$ cat config.mk
export PLATFORM = sky130hd
export DESIGN_NAME = spi_master_param
export DESIGN_NICKNAME = d
export VERILOG_FILES = /design/src/rtl/spi_master_param.sv
export SDC_FILE = /design/constraint.sdc
export NUM_CORES = 1
export LEC_CHECK = 0
export ABC_CLOCK_PERIOD_IN_PS = 2180
export CORE_MARGIN = 2
export CORE_UTILIZATION = 50
export CTS_CLUSTER_SIZE = 24
export DETAILED_ROUTE_END_ITERATION = 7
export PLACE_DENSITY = 0.76
export SYNTH_ARGS = -nofsm -noshare
export SYNTH_HDL_FRONTEND = slang
export SYNTH_SLANG_ARGS = --single-unit
$ cat constraint.sdc
create_clock -name i_clk -period 2.18 [get_ports i_clk]
set_clock_uncertainty 0.1 [all_clocks]
set_input_delay 0.436 -clock i_clk [delete_from_list [all_inputs] [get_ports i_clk]]
set_output_delay 0.436 -clock i_clk [all_outputs]
set_load 0.03 [all_outputs]
$ cat src/rtl/spi_master_param.sv
// Parametrised SPI master: configurable width, SCK divider, CPOL/CPHA,
// bit order and one-hot active-low chip selects.
module spi_master_param #(
    parameter int DATA_W = 8,
    parameter int DIV_W  = 8,
    parameter int NUM_CS = 4,
    parameter int CS_W   = (NUM_CS > 1) ? $clog2(NUM_CS) : 1
) (
    input  logic              i_clk,
    input  logic              i_rst,
    input  logic              i_start,
    input  logic [DATA_W-1:0] i_tx_data,
    input  logic [CS_W-1:0]   i_cs_sel,
    input  logic              i_cpol,
    input  logic              i_cpha,
    input  logic              i_lsb_first,
    input  logic [DIV_W-1:0]  i_clk_div,
    input  logic              i_spi_miso,
    output logic [DATA_W-1:0] o_rx_data,
    output logic              o_done,
    output logic              o_busy,
    output logic              o_spi_sck,
    output logic              o_spi_mosi,
    output logic [NUM_CS-1:0] o_spi_cs_n
);

    localparam int EW = $clog2(2 * DATA_W + 1);
    localparam logic [EW-1:0] LAST_EDGE = EW'(2 * DATA_W);
    localparam logic [EW-1:0] FIRST_EDGE = EW'(1);

    typedef enum logic [1:0] {
        IDLE,
        LEAD,
        XFER,
        TRAIL
    } state_t;

    state_t state, state_n;

    logic              cfg_cpha;
    logic              cfg_lsb;
    logic [DIV_W-1:0]  cfg_div;
    logic [DIV_W-1:0]  cnt;
    logic [EW-1:0]     ecnt;
    logic [DATA_W-1:0] tx_sh;
    logic [DATA_W-1:0] rx_sh;

    logic              accept;
    logic              tog;
    logic              fin;
    logic              last;
    logic              lead;
    logic              smp;
    logic              drv;
    logic [EW-1:0]     edge_n;
    logic [NUM_CS-1:0] cs_dec;
    logic [DATA_W-1:0] rx_next;

    assign last    = (cnt == '0);
    assign edge_n  = ecnt + EW'(1);
    assign lead    = edge_n[0];
    assign smp     = tog && (cfg_cpha ? !lead : lead);
    assign drv     = tog && (cfg_cpha ? (lead && edge_n != FIRST_EDGE)
                                      : (!lead && edge_n != LAST_EDGE));
    assign rx_next = cfg_lsb ? {i_spi_miso, rx_sh[DATA_W-1:1]}
                             : {rx_sh[DATA_W-2:0], i_spi_miso};

    // Decode the requested slave; out-of-range indices select nobody
    always_comb begin
        cs_dec = '1;
        for (int i = 0; i < NUM_CS; i++) begin
            cs_dec[i] = (i_cs_sel != CS_W'(i));
        end
    end

    // State register
    always_ff @(posedge i_clk or negedge i_rst) begin
        if (!i_rst) begin
            state <= IDLE;
        end else begin
            state <= state_n;
        end
    end

    // Next state and per-cycle events from the half-period counter
    always_comb begin
        state_n = state;
        accept  = 1'b0;
        tog     = 1'b0;
        fin     = 1'b0;
        unique case (state)
            IDLE: begin
                if (i_start) begin
                    accept  = 1'b1;
                    state_n = LEAD;
                end
            end
            LEAD: begin
                if (last) begin
                    tog     = 1'b1;
                    state_n = XFER;
                end
            end
            XFER: begin
                if (last) begin
                    if (ecnt == LAST_EDGE) begin
                        state_n = TRAIL;
                    end else begin
                        tog = 1'b1;
                    end
                end
            end
            TRAIL: begin
                if (last) begin
                    fin     = 1'b1;
                    state_n = IDLE;
                end
            end
            default: state_n = IDLE;
        endcase
    end

    // Datapath: config latch, divider, SCK, shift registers and outputs
    always_ff @(posedge i_clk or negedge i_rst) begin
        if (!i_rst) begin
            cfg_cpha   <= 1'b0;
            cfg_lsb    <= 1'b0;
            cfg_div    <= '0;
            cnt        <= '0;
            ecnt       <= '0;
            tx_sh      <= '0;
            rx_sh      <= '0;
            o_rx_data  <= '0;
            o_done     <= 1'b0;
            o_busy     <= 1'b0;
            o_spi_sck  <= 1'b0;
            o_spi_mosi <= 1'b0;
            o_spi_cs_n <= '1;
        end else begin
            o_done <= 1'b0;
            if (state == IDLE) begin
                o_spi_sck  <= i_cpol;
                o_spi_mosi <= 1'b0;
            end
            if (accept) begin
                cfg_cpha   <= i_cpha;
                cfg_lsb    <= i_lsb_first;
                cfg_div    <= i_clk_div;
                cnt        <= i_clk_div;
                ecnt       <= '0;
                rx_sh      <= '0;
                o_busy     <= 1'b1;
                o_spi_cs_n <= cs_dec;
                o_spi_mosi <= i_lsb_first ? i_tx_data[0]
                                          : i_tx_data[DATA_W-1];
                tx_sh      <= i_lsb_first ? (i_tx_data >> 1)
                                          : (i_tx_data << 1);
            end else if (state != IDLE) begin
                cnt <= last ? cfg_div : cnt - DIV_W'(1);
            end
            if (tog) begin
                o_spi_sck <= ~o_spi_sck;
                ecnt      <= edge_n;
            end
            if (smp) begin
                rx_sh <= rx_next;
            end
            if (drv) begin
                o_spi_mosi <= cfg_lsb ? tx_sh[0] : tx_sh[DATA_W-1];
                tx_sh      <= cfg_lsb ? (tx_sh >> 1) : (tx_sh << 1);
            end
            if (fin) begin
                o_spi_cs_n <= '1;
                o_busy     <= 1'b0;
                o_done     <= 1'b1;
                o_rx_data  <= rx_sh;
                o_spi_mosi <= 1'b0;
            end
        end
    end

endmodule

==> impl_summary.txt <==
----------------------------------------------------
[Detailed routing]
  Wire length per cell after detailed routing ... 14.4 um
  WL final ... 6700 um
  DRC violations left ... 0
  DRC violation total after the first TritonRoute iteration ... 49
  Total number of vias ... 2474
  Post-DRT Antenna Nets ... 0
  Via density ... 5.31
  Initial DRT Pass Iterations ... 4

[Min path]
  Hold crit path type ... in2async

[Run status]
  Violated checks ... negative hold slack
  Outcome ... finished with violations

[Clocking]
  Post-CTS Repair Setup Buffers ... 0
  CTS Root Cell ... sky130_fd_sc_hd__clkbuf_8
  Source-to-sink clock delay at the later pin of the worst-skew pair ... 340 ps
  Deepest level of the CTS H-tree ... 3
  CTS tree ... yes
  Number of sinks handled by clock tree synthesis ... 57
  Clk slew on worst S/H paths ... 60 ps
  TritonCTS Buffers ... 9
  Maximum clock insertion buffer count ... 2

[STA]
  Hold slack ... -5.08 ps
  Slew of the pin with the lowest slew margin ... 580 ps
  Final worst path period share ... 0.950
  Count of final max-slew check failures ... 0
  Endpoints failing setup ... 0
  Fin worst setup slack ... 109 ps
  Peak Freq ... 483 MHz
  Max_slew headroom ... 0.613
  Final period demand of the worst path ... 2070 ps
  Number of failing hold endpoints at the final stage ... 8

[Critical path]
  Count of buffer and inverter cells on the critical path ... 1
  Reg2Reg Setup Slack ... 130 ps
  Cell breakdown of the critical path ... clkdlybuf4s50_1
  Source of the worst register-to-register timing path ... ecnt[1]
  Type of element launching the critical path ... flop
  Highest cell delay on the worst timing path ... 670 ps
  Worst Path Arrival ... 1530 ps
  Largest fanout on the critical path ... 2
  CP max stage cell ... sky130_fd_sc_hd__clkdlybuf4s50_1
  Worst reg2reg path endpoint ... o_spi_mosi
  Kind of end point of the critical path ... output pin
  Worst-case reg-to-reg path depth ... 7
  Critical Path RT ... 1640 ps
  Worst path top cell family by delay ... buffers and inverters
  Critical setup path kind ... reg2out

[Pwr]
  Power density over the cells ... 1100 nW/um^2
  Leakage power ... 1.74 nW
  Worst IR Drop VDD ... 0.000698 V

[Die]
  Die Span X ... 83.1 um
  Initial standard-cell utilization of the core ... 0.522
  Die height ... 83.1 um
  Area enclosed by the die boundary ... 6910 sq um
  Standard-cell rows ... 28
  Core box area ... 5990 sq um
  Ports placed on the boundary ... 41

[Yosys]
  FFs w/ async S/R, synth ... 1.00
  Unique masters post-synth ... 46
  Count of flip-flops with a built-in enable after synthesis ... 0
  Avg Inst Size Synth ... 9.31 sq um
  Warning count from the yosys run ... 0
  Sequential share of the synthesized area ... 0.457
  Total nets after synthesis ... 369
  FF+latch count, synth ... 57
  Cell area after synthesis ... 3130 sq um
  Syn Inst Count ... 336
  Top flip-flop cell by instance count after synthesis ... sky130_fd_sc_hd__dfrtp_1

[Placed design]
  Setup slack at placement ... -74.0 ps
  Number of buffers inserted by port buffering ... 40
  DP Wirelength ... 4700 um
  Final weighted congestion in routability-driven placement ... 0.856

[GRT]
  Overall track demand over capacity in global routing ... 0.212
  First-pass GRT wire length ... 11800 um
  Maximum number of pins on one net before global-route repair ... 34
  Via count of the first global-routing pass ... 2451
  Total global routing overflow ... 0
  Initial antenna violation count ... 0

[Layout]
  Fraction of final layout cells with drive strength greater than 1 ... 0.187
  Combined area of the multi-input logic cells ... 1580 sq um
  Filler cells ... 493
  Number of antenna cells inserted ... 0
  Total Nets Final ... 420
  Area Overhead vs Synth ... 24.2%
  Final core utilization ... 0.648
  Total area of sequential cells ... 1430 sq um

[Flow run]
  Max Cap Viol ... 0

----------------------------------------------------
-- power breakdown --
group / switching [mW] / leakage (nW) / internal [mW] / total [mW]
Sequential: 0.266 / 0.713 / 1.39 / 1.66
Combinational: 0.944 / 0.945 / 0.811 / 1.75
Clock: 0.416 / 0.0822 / 0.433 / 0.849
Total: 1.63 / 1.74 / 2.64 / 4.26
-- sequential cells by signal, indices dropped and copies added (netlist names) --
name        cells
rx_sh           8
o_spi_mosi      1
o_spi_cs_n      4
o_rx_data       8
cfg_cpha        1
cfg_div         8
state           2
o_spi_sck       1
o_busy          1
ecnt            5
cfg_lsb         1
cnt             8
tx_sh           8
o_done          1
-- layer usage --
metal	wire, um	vias up	track usage	part of all wire
met4	134	0	0.0969	0.020
li1	-	1239	-	-
met3	208	12	0.0358	0.031
met1	3050	1183	0.282	0.46
met2	3300	40	0.340	0.49
met5	0	-	0	0
-- cell type report --
| type | instances | area share |
|---|---|---|
| Multi-Input combinational cell | 249 | 0.406 |
| Sequential cell | 57 | 0.369 |
| Timing Repair Buffer | 59 | 0.148 |
| Clock buffer | 12 | 0.0374 |
| Tap cell | 75 | 0.0242 |
| Inverter | 11 | 0.0106 |
| Clock inverter | 3 | 0.00451 |
-- synth_stat cells (2+ instances only) --
cell | number | area (sq um)
sky130_fd_sc_hd__buf_6 | 4 | 45.0
sky130_fd_sc_hd__inv_1 | 11 | 41.3
sky130_fd_sc_hd__buf_2 | 3 | 15.0
sky130_fd_sc_hd__dfrtp_1 | 53 | 1330
sky130_fd_sc_hd__nor3_1 | 5 | 25.0
sky130_fd_sc_hd__o21ai_0 | 20 | 100
sky130_fd_sc_hd__nand2b_1 | 2 | 12.5
sky130_fd_sc_hd__nand3b_1 | 2 | 15.0
sky130_fd_sc_hd__o211ai_1 | 6 | 45.0
sky130_fd_sc_hd__nor2b_1 | 4 | 25.0
sky130_fd_sc_hd__o21ai_1 | 9 | 45.0
sky130_fd_sc_hd__o21ai_2 | 6 | 52.6
sky130_fd_sc_hd__nand2_1 | 94 | 353
sky130_fd_sc_hd__nand3_1 | 4 | 20.0
sky130_fd_sc_hd__a21oi_1 | 8 | 40.0
sky130_fd_sc_hd__dfstp_2 | 4 | 105
sky130_fd_sc_hd__ha_1 | 8 | 100
sky130_fd_sc_hd__xor2_1 | 2 | 17.5
sky130_fd_sc_hd__mux2i_1 | 19 | 190
sky130_fd_sc_hd__and2_1 | 2 | 12.5
sky130_fd_sc_hd__mux2_2 | 13 | 146
sky130_fd_sc_hd__xnor2_1 | 4 | 35.0
sky130_fd_sc_hd__nor3b_1 | 4 | 30.0
sky130_fd_sc_hd__a21oi_2 | 4 | 35.0
sky130_fd_sc_hd__clkbuf_1 | 11 | 41.3
sky130_fd_sc_hd__nor2_1 | 14 | 52.6
-- what timing repair did --
action | 4_1_cts | 5_1_grt
hold buffers | 0 | 0
setup endpoints to repair | 9 | 29
gates resized for setup | 2 | 6
-- placed cells by master, fill, tap and decap left out, types with 3 or more instances in the layout --
cell type	count
sky130_fd_sc_hd__mux2i_1	19
sky130_fd_sc_hd__nor2_1	14
sky130_fd_sc_hd__buf_4	16
sky130_fd_sc_hd__o21ai_2	6
sky130_fd_sc_hd__nor3_1	5
sky130_fd_sc_hd__nor3b_1	3
sky130_fd_sc_hd__mux2_2	13
sky130_fd_sc_hd__xnor2_1	4
sky130_fd_sc_hd__clkdlybuf4s50_1	39
sky130_fd_sc_hd__a21oi_1	8
sky130_fd_sc_hd__nand3_1	4
sky130_fd_sc_hd__clkbuf_8	10
sky130_fd_sc_hd__o21ai_0	20
sky130_fd_sc_hd__nor2b_1	4
sky130_fd_sc_hd__buf_12	3
sky130_fd_sc_hd__o21ai_1	9
sky130_fd_sc_hd__dfrtp_1	51
sky130_fd_sc_hd__o211ai_1	6
sky130_fd_sc_hd__a21oi_2	4
sky130_fd_sc_hd__inv_1	11
sky130_fd_sc_hd__dfstp_2	4
sky130_fd_sc_hd__ha_1	7
sky130_fd_sc_hd__nand2_1	94
-- how the worst max path moves through the flow --
stage                  startpoint             to  slack (ps)  cells past startpoint
floorplan                  cnt[0]       tx_sh[7]          40                     11
global placement          ecnt[1]     o_spi_mosi          20                      7
detailed placement        ecnt[1]     o_spi_mosi         -70                      7
CTS                       ecnt[1]     o_spi_mosi          20                      7
global route               cnt[0]       rx_sh[1]          -9                     10
finish              o_spi_cs_n[2]  o_spi_cs_n[2]         110                      1
-- kinds of logic (layout without fill, tap and decap cells) --
group | count (synthesis) | in the layout | share of synthesized area
simple gates | 137 | 137 | 0.197
compound gates | 66 | 66 | 0.142
flops | 57 | 57 | 0.457
mux | 32 | 32 | 0.108
buf+inv | 30 | 85 | 0.0468
fa+ha+maj | 8 | 8 | 0.0320
xor+xnor | 6 | 6 | 0.0168
-- stage by stage --
step	setup TNS (ps)	instance area, sq um	std cells	total power, mW	hold WS (ps)
finish	0	3880	466	4.26	-5.08
global placement	0	3690	451	3.34	352
detailed placement	-510	3690	451	3.41	357
CTS	0	3860	466	4.29	1.83
global route	-8.92	3880	466	4.58	37.0
floorplan	0	3130	336	2.85	40.4
No activity file was read; power rests on OpenSTA's default activity.
